===== config.mk =====
export PLATFORM = sky130hd
export DESIGN_NAME = tone_envelope_pwm_flat
export DESIGN_NICKNAME = d
export VERILOG_FILES = /design/src/rtl/tone_env_pkg.sv /design/src/rtl/tone_envelope_pwm_if.sv /design/src/rtl/env_tick_gen.sv /design/src/rtl/tone_envelope_pwm.sv /design/src/flat_wrapper.sv
export SDC_FILE = /design/constraint.sdc
export NUM_CORES = 1
export LEC_CHECK = 0
export CAP_MARGIN = 25
export CORE_UTILIZATION = 65
export CTS_BUF_LIST = sky130_fd_sc_hd__clkbuf_2 sky130_fd_sc_hd__clkbuf_4 sky130_fd_sc_hd__clkbuf_8
export DETAILED_ROUTE_END_ITERATION = 12
export DONT_BUFFER_PORTS = 1
export HOLD_SLACK_MARGIN = 0.08
export PLACE_DENSITY_LB_ADDON = 0.05
export SKIP_LAST_GASP = 1
export SLEW_MARGIN = 15
export SYNTH_ARGS = -nofsm -noshare
export SYNTH_HDL_FRONTEND = slang
export SYNTH_HIERARCHICAL = 1
export SYNTH_SLANG_ARGS = --single-unit

===== constraint.sdc =====
create_clock -name clock -period 2.8 [get_ports clock]
set_input_delay 0.84 -clock clock [delete_from_list [all_inputs] [get_ports clock]]
set_output_delay 0.84 -clock clock [all_outputs]
set_load 0.01 [all_outputs]

===== src/rtl/tone_env_pkg.sv =====
`default_nettype none
// ============================================================================
// Module      : tone_env_pkg
// Description : Shared envelope FSM state encodings and prescaler divide helper.
// Revision    : 1.0  initial release
// ============================================================================
package tone_env_pkg;

    localparam int ENV_STATE_W = 3;
    typedef logic [ENV_STATE_W-1:0] env_state_t;

    localparam env_state_t ENV_IDLE    = 3'd0;
    localparam env_state_t ENV_ATTACK  = 3'd1;
    localparam env_state_t ENV_DECAY   = 3'd2;
    localparam env_state_t ENV_SUSTAIN = 3'd3;
    localparam env_state_t ENV_RELEASE = 3'd4;

    function automatic int tick_div(input int clk_hz, input int tick_hz);
        return clk_hz / tick_hz;
    endfunction

endpackage
`default_nettype wire


===== src/rtl/tone_envelope_pwm_if.sv =====
`default_nettype none
// ============================================================================
// Module      : tone_env_if
// Description : Control/audio bundle between song player (master) and envelope stage (slave).
// Revision    : 1.0  initial release
// ============================================================================
interface tone_env_if #(
    parameter int PWM_BITS = 8
);
    logic                enable;
    logic                tone_in;
    logic                note_start;
    logic                note_gate;
    logic                audio_pwm;
    logic                aud_sd;
    logic [PWM_BITS-1:0] env_level;
    logic                busy;

    modport master (
        output enable, tone_in, note_start, note_gate,
        input  audio_pwm, aud_sd, env_level, busy
    );

    modport slave (
        input  enable, tone_in, note_start, note_gate,
        output audio_pwm, aud_sd, env_level, busy
    );
endinterface
`default_nettype wire


===== src/rtl/env_tick_gen.sv =====
`default_nettype none
// ============================================================================
// Module      : env_tick_gen
// Description : Envelope-rate prescaler; one-cycle tick every TICK_DIV clocks, sync clear.
// Revision    : 1.0  initial release
// ============================================================================
module env_tick_gen #(
    parameter int TICK_DIV = 10
) (
    input  logic clock,
    input  logic reset,
    input  logic clear,
    output logic tick
);
    localparam int             CW   = $clog2(TICK_DIV);
    localparam logic [CW-1:0]  LAST = CW'(TICK_DIV - 1);

    logic [CW-1:0] cnt;

    always_ff @(posedge clock or negedge reset) begin
        if (!reset) begin
            cnt <= '0;
        end else if (clear || (cnt == LAST)) begin
            cnt <= '0;
        end else begin
            cnt <= cnt + 1'b1;
        end
    end

    assign tick = (cnt == LAST);
endmodule
`default_nettype wire


===== src/rtl/tone_envelope_pwm.sv =====
`default_nettype none
// ============================================================================
// Module      : tone_envelope_pwm
// Description : ADSR amplitude envelope applied to a square tone, PWM 1-bit output.
//               ENV_SUSTAIN_EN defined: organ-like hold at SUSTAIN_LEVEL;
//               undefined: percussive decay straight to silence.
// Revision    : 1.0  initial release
// ============================================================================
module tone_envelope_pwm
    import tone_env_pkg::*;
#(
    parameter int CLK_HZ        = 100_000_000,
    parameter int ENV_TICK_HZ   = 1_000,
    parameter int PWM_BITS      = 8,
    parameter int ATTACK_STEP   = 16,
    parameter int DECAY_STEP    = 2,
    parameter int SUSTAIN_LEVEL = 128,
    parameter int RELEASE_STEP  = 4
) (
    input  logic       clock,
    input  logic       reset,
    tone_env_if.slave  bus
);
    localparam int TICK_DIV = tick_div(CLK_HZ, ENV_TICK_HZ);

    localparam logic [PWM_BITS-1:0] LMAX     = '1;
    localparam logic [PWM_BITS:0]   ATK_STEP = (PWM_BITS+1)'(ATTACK_STEP);
    localparam logic [PWM_BITS-1:0] DEC_STEP = PWM_BITS'(DECAY_STEP);
    localparam logic [PWM_BITS-1:0] REL_STEP = PWM_BITS'(RELEASE_STEP);
`ifdef ENV_SUSTAIN_EN
    localparam logic [PWM_BITS-1:0] SUS_LVL   = PWM_BITS'(SUSTAIN_LEVEL);
    localparam logic [PWM_BITS:0]   DEC_FLOOR = (PWM_BITS+1)'(SUSTAIN_LEVEL + DECAY_STEP);
`endif

    generate
        if (TICK_DIV < 2 || SUSTAIN_LEVEL >= (2**PWM_BITS) - 1) begin : g_param_err
            $error("tone_envelope_pwm: TICK_DIV must be >= 2 and SUSTAIN_LEVEL < LMAX");
        end
    endgenerate

    env_state_t          state, next_state;
    logic [PWM_BITS-1:0] level, next_level;
    logic [PWM_BITS-1:0] pwm_cnt;
    logic [PWM_BITS:0]   attack_sum;
    logic                tone_meta, tone_s;
    logic                tick;
    logic                start;

    // note_start is ignored entirely while disabled, including the prescaler clear
    assign start      = bus.enable & bus.note_start;
    assign attack_sum = {1'b0, level} + ATK_STEP;

    env_tick_gen #(
        .TICK_DIV (TICK_DIV)
    ) u_tick_gen (
        .clock (clock),
        .reset (reset),
        .clear (start),
        .tick  (tick)
    );

    always_ff @(posedge clock or negedge reset) begin
        if (!reset) begin
            state <= ENV_IDLE;
            level <= '0;
        end else begin
            state <= next_state;
            level <= next_level;
        end
    end

    always_comb begin
        next_state = state;
        next_level = level;
        if (!bus.enable) begin
            next_state = ENV_IDLE;
            next_level = '0;
        end else if (start) begin
            // retrigger keeps the current level so there is no click
            next_state = ENV_ATTACK;
        end else begin
            case (state)
                ENV_IDLE: begin
                    next_level = '0;
                end
                ENV_ATTACK: begin
                    if (!bus.note_gate) begin
                        next_state = ENV_RELEASE;
                    end else if (tick) begin
                        if (attack_sum >= {1'b0, LMAX}) begin
                            next_level = LMAX;
                            next_state = ENV_DECAY;
                        end else begin
                            next_level = attack_sum[PWM_BITS-1:0];
                        end
                    end
                end
                ENV_DECAY: begin
                    if (!bus.note_gate) begin
                        next_state = ENV_RELEASE;
                    end else if (tick) begin
`ifdef ENV_SUSTAIN_EN
                        if ({1'b0, level} <= DEC_FLOOR) begin
                            next_level = SUS_LVL;
                            next_state = ENV_SUSTAIN;
                        end else begin
                            next_level = level - DEC_STEP;
                        end
`else
                        if (level <= DEC_STEP) begin
                            next_level = '0;
                            next_state = ENV_IDLE;
                        end else begin
                            next_level = level - DEC_STEP;
                        end
`endif
                    end
                end
`ifdef ENV_SUSTAIN_EN
                ENV_SUSTAIN: begin
                    if (!bus.note_gate) begin
                        next_state = ENV_RELEASE;
                    end
                end
`endif
                ENV_RELEASE: begin
                    if (tick) begin
                        if (level <= REL_STEP) begin
                            next_level = '0;
                            next_state = ENV_IDLE;
                        end else begin
                            next_level = level - REL_STEP;
                        end
                    end
                end
                default: begin
                    next_state = ENV_IDLE;
                    next_level = '0;
                end
            endcase
        end
    end

    always_comb begin
        bus.busy      = (state != ENV_IDLE);
        bus.env_level = level;
    end

    // two-flop synchroniser, free-running PWM carrier and registered audio output
    always_ff @(posedge clock or negedge reset) begin
        if (!reset) begin
            tone_meta     <= 1'b0;
            tone_s        <= 1'b0;
            pwm_cnt       <= '0;
            bus.audio_pwm <= 1'b0;
            bus.aud_sd    <= 1'b0;
        end else begin
            tone_meta     <= bus.tone_in;
            tone_s        <= tone_meta;
            pwm_cnt       <= pwm_cnt + 1'b1;
            bus.audio_pwm <= bus.enable & tone_s & (pwm_cnt < level);
            bus.aud_sd    <= bus.enable;
        end
    end
endmodule
`default_nettype wire


===== src/flat_wrapper.sv =====
// flat-port wrapper written by rule: the top's interface ports become plain ports
module tone_envelope_pwm_flat import tone_env_pkg::*;
#(
    parameter int CLK_HZ        = 100_000_000,
    parameter int ENV_TICK_HZ   = 1_000,
    parameter int PWM_BITS      = 8,
    parameter int ATTACK_STEP   = 16,
    parameter int DECAY_STEP    = 2,
    parameter int SUSTAIN_LEVEL = 128,
    parameter int RELEASE_STEP  = 4
)
  (clock, reset, bus_enable, bus_tone_in, bus_note_start, bus_note_gate, bus_audio_pwm, bus_aud_sd, bus_env_level, bus_busy);
  tone_env_if #(.PWM_BITS(PWM_BITS)) bus_i ();
  input  logic clock;
  input  logic reset;
  input wire logic [$bits(bus_i.enable)-1:0] bus_enable;
  input wire logic [$bits(bus_i.tone_in)-1:0] bus_tone_in;
  input wire logic [$bits(bus_i.note_start)-1:0] bus_note_start;
  input wire logic [$bits(bus_i.note_gate)-1:0] bus_note_gate;
  output wire logic [$bits(bus_i.audio_pwm)-1:0] bus_audio_pwm;
  output wire logic [$bits(bus_i.aud_sd)-1:0] bus_aud_sd;
  output wire logic [$bits(bus_i.env_level)-1:0] bus_env_level;
  output wire logic [$bits(bus_i.busy)-1:0] bus_busy;
  assign bus_i.enable = bus_enable;
  assign bus_i.tone_in = bus_tone_in;
  assign bus_i.note_start = bus_note_start;
  assign bus_i.note_gate = bus_note_gate;
  assign bus_audio_pwm = bus_i.audio_pwm;
  assign bus_aud_sd = bus_i.aud_sd;
  assign bus_env_level = bus_i.env_level;
  assign bus_busy = bus_i.busy;
  tone_envelope_pwm #(.CLK_HZ(CLK_HZ), .ENV_TICK_HZ(ENV_TICK_HZ), .PWM_BITS(PWM_BITS), .ATTACK_STEP(ATTACK_STEP), .DECAY_STEP(DECAY_STEP), .SUSTAIN_LEVEL(SUSTAIN_LEVEL), .RELEASE_STEP(RELEASE_STEP)) u_core (.clock(clock), .reset(reset), .bus(bus_i));
endmodule

# Yosys cells after proc, flatten, opt, wreduce, memory -nomap -nowiden
# Cells that the tools add are included.
# Widths: inputs -> output; s select.
# op_classes
add_sub_neg	5
magnitude_cmp	4
n_eq_ne	17
muxes	23
bitwise_logic	3
reduce_logical	5
# op_table
operator	count
$mux 8	10
$mux 3	10
$pmux 8 s3	1
$ne 5x4->1 const B	4
$add 17x1->17 const B	1
$eq 17x17->1 const B	1
$mux 17	1
$pmux 3 s4	1
$add 8x5->9 const B	1
$ge 9x8->1 const B	1
$ne 3x2->1 const B	3
$ne 3x3->1 const B	3
$add 8x1->8 const B	1
$le 8x2->1 const B	1
$le 8x3->1 const B	1
$lt 8x8->1	1
$ne 4x3->1 const B	2
$sub 8x2->8 const B	1
$sub 8x3->8 const B	1
$reduce_and 7->1	1
$reduce_and 6->1	1
$and 1x1->1	3
$eq 3x1->1 const B	1
$eq 3x2->1 const B	1
5 further kinds	5
# totals
ff_bits	40
in_bits	6
wordCells	65

# Longest topological paths before layout
# depth
ltp_word	8
mapped_depth	9
mapped_depth_nobuf	9

# Hierarchy
# Netlist, hierarchy kept.
# by_module_without_submodules
module	n_inst	cells_each	area_each_um2	seq_area_each_um2
tone_envelope_pwm	1	180	1737.9	575.6
env_tick_gen	1	87	848.3	425.4

# Worst setup path after synthesis
# OpenSTA, ideal clock, no wires.
# synth_timing
path_type	reg-to-reg
startpoint	register u_core.u_tick_gen.cnt[12]
endpoint	register u_core.level[1] (netlist: u_core/bus.env_level[1])
arrival_ns	2.302
t_required_ns	2.672
setup_slack_ns	0.371
path_stages_with_launch	9
path_buffers	0
synth_period_minus_slack_ns	2.429
path_cell_list	dfrtp_1 or4b_1 nor4_2 nor2b_1 a22o_1 a31oi_1 nand2_1 o21ai_0 mux2_1
# synth_between
elab_chain_cells	3
word_cells_on_any_way	5
classes_between	4 x eq/ne; 1 x reduce/logical
# synth_rtl
item	line	rtl
from (decl)	env_tick_gen.sv:18	logic [CW-1:0] cnt;
from (signal assigned)	env_tick_gen.sv:26	cnt <= cnt + 1'b1;
$eq 17x17->1 *	env_tick_gen.sv:30	assign tick = (cnt == LAST);
net u_core.tick	tone_envelope_pwm.sv:46	logic tick;
$ne 3x2->1 (no source line)	n/a	
$reduce_and 6->1 (no source line) *	n/a	
to (signal assigned)	tone_envelope_pwm.sv:68	level <= next_level;
to (decl)	tone_envelope_pwm.sv:42	logic [PWM_BITS-1:0] level, next_level;
# The timed path passes the listed nets; every way through them passes the cells marked *.
# A chain may end at the register's enable or synchronous reset.

# Worst setup path after layout
# layout_timing
startpoint	register u_core.u_tick_gen.cnt[0]
endpoint	register u_core.level[1] (netlist: u_core/bus.env_level[1])
# Same word-level chain as after synthesis.

==> impl_metrics.env <==
export IMPL_drv_cap=0
export IMPL_floorplan_io_pins=17
export IMPL_fmaxAchievable_mhz=395
export IMPL_placement_io_buffers=0
export IMPL_clock_sink_count=40
export IMPL_drt_first_pass_iters=4
export IMPL_synth_largest_area_cell="sky130_fd_sc_hd__dfrtp_1"
export IMPL_reg2reg_depth=9
export IMPL_postRouteWirelength_um=5600
export IMPL_placedInstanceArea_mm2=0.00264
export IMPL_rrSetupSlack_ns=0.27
export IMPL_synth_seq_cells=40
export IMPL_design_area_mm2=0.00273
export IMPL_critical_path_reg2reg_startpoint="u_core/u_tick_gen/cnt[0]"
export IMPL_synth_cell_area_mm2=0.00259
export IMPL_timing_setup_critical_path_class="flip-flop to flip-flop"
export IMPL_start_util_pct=69.1
export IMPL_dominantRegCellSynth="sky130_fd_sc_hd__dfrtp_1"
export IMPL_grt_pass1_wl_um=9580
export IMPL_dr_first_iter_drc_count=264
export IMPL_hold_viol=0
export IMPL_hold_path_class="primary input to asynchronous set/reset pin"
export IMPL_gr_usage_all_layers_pct=30.2
export IMPL_timing_max_slew_rel_slack_pct=63.6
export IMPL_cts_root_buffer_cell="sky130_fd_sc_hd__clkbuf_8"
export IMPL_cell_types_with_the_largest_area_share_after_synthesis="sky130_fd_sc_hd__dfrtp_1 (39%), sky130_fd_sc_hd__ha_1 (9.2%), sky130_fd_sc_hd__xnor2_1 (6.8%)"
export IMPL_detailed_placement_hpwl_um=4050
export IMPL_fp_coreArea_mm2=0.00374
export IMPL_worst_ir_drop_vdd_v=0.000421
export IMPL_critical_path_startpoint_type="flip-flop"
export IMPL_layout_worst_path_cycle_share_pct=90.4
export IMPL_yosys_warnings=6
export IMPL_share_of_synthesized_registers_carrying_an_async_set_or_reset_pct=100
export IMPL_yosys_cell_types_count=63
export IMPL_inserted_diodes=0
export IMPL_grt_overflow_total=0
export IMPL_setup_worst_path_end_class="flip-flop"
export IMPL_die_height_um=65.1
export IMPL_antenna_violations_before_repair=0
export IMPL_globalplace_congestion=0.938
export IMPL_finClkSkew_ns=0.00529
export IMPL_final_antenna_net_count=0
export IMPL_detail_route_vias_per_cell=6.21
export IMPL_postSynthNetCount=292
export IMPL_grt_pass1_vias=1949
export IMPL_crit_required_ns=2.98
export IMPL_worst_ep_arrival_time_ns=2.72
export IMPL_cts_htree_levels=2
export IMPL_clock_latency_ns=0.30
export IMPL_post_drt_wl_per_cell_um=17.3
export IMPL_post_route_cells_drive_above_1_share_pct=11.6
export IMPL_numCtsBuffers=5
export IMPL_synth_edf_count=0
export IMPL_synth_top_cell_area_share_pct=38.7
export IMPL_post_route_min_period_ns=2.53
export IMPL_floorplan_die_width_um=65.1
export IMPL_mean_syn_cell_area_um2=9.69
export IMPL_synth_most_common_cell="sky130_fd_sc_hd__dfrtp_1"
export IMPL_result_of_the_run="finished clean"
export IMPL_path_max_fanout=5
export IMPL_dieArea_mm2=0.00423
export IMPL_final_core_util_pct=73.0
export IMPL_holdBufCountCts=0
export IMPL_ys_top_cells_by_count="sky130_fd_sc_hd__dfrtp_1 (40), sky130_fd_sc_hd__nor2_1 (28), sky130_fd_sc_hd__nand2_1 (20), sky130_fd_sc_hd__xnor2_1 (20), sky130_fd_sc_hd__ha_1 (19)"
export IMPL_post_route_drc_count=0
export IMPL_design_final_nets=299
export IMPL_vias=2005
export IMPL_fin_setup_tns_ns=0
export IMPL_pwr_density_cell_mw_per_mm2=411
export IMPL_finalSetupViolCount=0
export IMPL_cts_tree="yes"
export IMPL_synthesis_instances=267
export IMPL_post_cts_buffers=0
export IMPL_clk_pin_slew_worst_paths_ns=0.08
export IMPL_cts_resized_gates=0
export IMPL_timing_rr_end="u_core/bus.env_level[1]"
export IMPL_report_final_slew_viol_count=0
export IMPL_nFillCells=284
export IMPL_placement_rows=22
export IMPL_static_leakage_power_nw=1.16
export IMPL_grt_max_degree=41
export IMPL_worst_pin_slew_ns=0.547
export IMPL_syn_to_final_growth_pct=5.66
export IMPL_grt_setup_unrepaired="no"
export IMPL_fraction_of_the_yosys_area_taken_by_sequential_cells_pct=38.7
export IMPL_cts_root_to_sink_buffers=2
[per-layer routing]
metal | up-vias | part of all wire (%) | global-route usage (%)
met5 | - | 0 | 0
met4 | 0 | 0.98 | 8.15
met3 | 5 | 5.6 | 7.22
met2 | 62 | 46 | 45.7
met1 | 967 | 47 | 43.2
li1 | 971 | - | -
[critical path, cell delays in order (launching register included)]
cell	delay, ns
sky130_fd_sc_hd__dfrtp_1	0.39
sky130_fd_sc_hd__ha_1	0.22
sky130_fd_sc_hd__nand4_1	0.25
sky130_fd_sc_hd__nor4_2	0.35
sky130_fd_sc_hd__nor2b_1	0.08
sky130_fd_sc_hd__a22o_1	0.22
sky130_fd_sc_hd__a31oi_1	0.29
sky130_fd_sc_hd__nand2_1	0.09
sky130_fd_sc_hd__o21ai_0	0.19
sky130_fd_sc_hd__mux2_1	0.35
[sequential cells by signal, indices dropped and copies added (netlist names)]
register / count
u_core/bus.aud_sd: 1
u_core/bus.audio_pwm: 1
u_core/bus.env_level: 8
u_core/pwm_cnt: 8
u_core/state: 3
u_core/tone_meta: 1
u_core/tone_s: 1
u_core/u_tick_gen/cnt: 17
[layout make-up]
class | count | area [µm²] | area share, %
multi-input combinational | 206 | 1480 | 54.3
sequential | 40 | 1000 | 36.6
clock buffer | 5 | 68.8 | 2.52
inverter | 16 | 60.1 | 2.20
tap | 48 | 60.1 | 2.20
timing repair buffer | 5 | 37.5 | 1.37
clock inverter | 3 | 21.3 | 0.778
[logic make-up after synthesis]
kind of cell / count (synthesis) / share of synthesized area [%]
flip-flops: 40 / 38.7
XOR/XNOR: 23 / 7.79
AO/OA/AOI/OAI: 53 / 15.6
multiplexers: 3 / 1.21
buffers and inverters: 21 / 3.92
adder cells (fa/ha/maj): 19 / 9.19
AND/OR/NAND/NOR: 108 / 23.6
[placed cells by master (no fill, tap or decap), drive strengths merged, types with 4 or more instances in the layout]
master and n:
a21oi 9, a31oi 5, and2 4, buf 5
clkbuf 5, dfrtp 40, ha 19, inv 17
nand2 20, nand2b 4, nand3 13, nand4 7
nor2 29, nor3 9, nor4 5, o21ai 12
xnor2 20
[power by group]
| part | internal, mW | switching (mW) | leakage [nW] |
|---|---|---|---|
| Combinational | 0.0424 | 0.0548 | 0.584 |
| Clock | 0.177 | 0.221 | 0.0445 |
| Sequential | 0.601 | 0.0265 | 0.531 |
| Total | 0.820 | 0.302 | 1.16 |
[worst max-delay path by stage]
stage / start / end / cells past startpoint / slack, ns
final: u_core/u_tick_gen/cnt[0] / u_core/bus.env_level[1] / 9 / 0.27
after global routing: u_core/u_tick_gen/cnt[0] / u_core/bus.env_level[3] / 9 / 0.04
after CTS: u_core/u_tick_gen/cnt[0] / u_core/bus.env_level[0] / 9 / 0.28
after detailed placement: u_core/u_tick_gen/cnt[0] / u_core/bus.env_level[0] / 9 / 0.30
after global placement: u_core/u_tick_gen/cnt[12] / u_core/bus.env_level[3] / 8 / 0.40
after floorplan: u_core/u_tick_gen/cnt[12] / u_core/bus.env_level[1] / 8 / 0.37
[stage by stage]
| stage | hold slack, ns | worst slack (ns) | total power, mW | instances |
|---|---|---|---|---|
| after detailed placement | 0.338 | 0.303 | 0.735 | 315 |
| final | 0.222 | 0.269 | 1.12 | 323 |
| after global routing | 0.209 | 0.0353 | 1.17 | 323 |
| after floorplan | 0.331 | 0.371 | 0.717 | 267 |
| after global placement | 0.337 | 0.402 | 0.732 | 315 |
| after CTS | 0.220 | 0.278 | 1.13 | 323 |
Power figures use the tool's default switching activity.
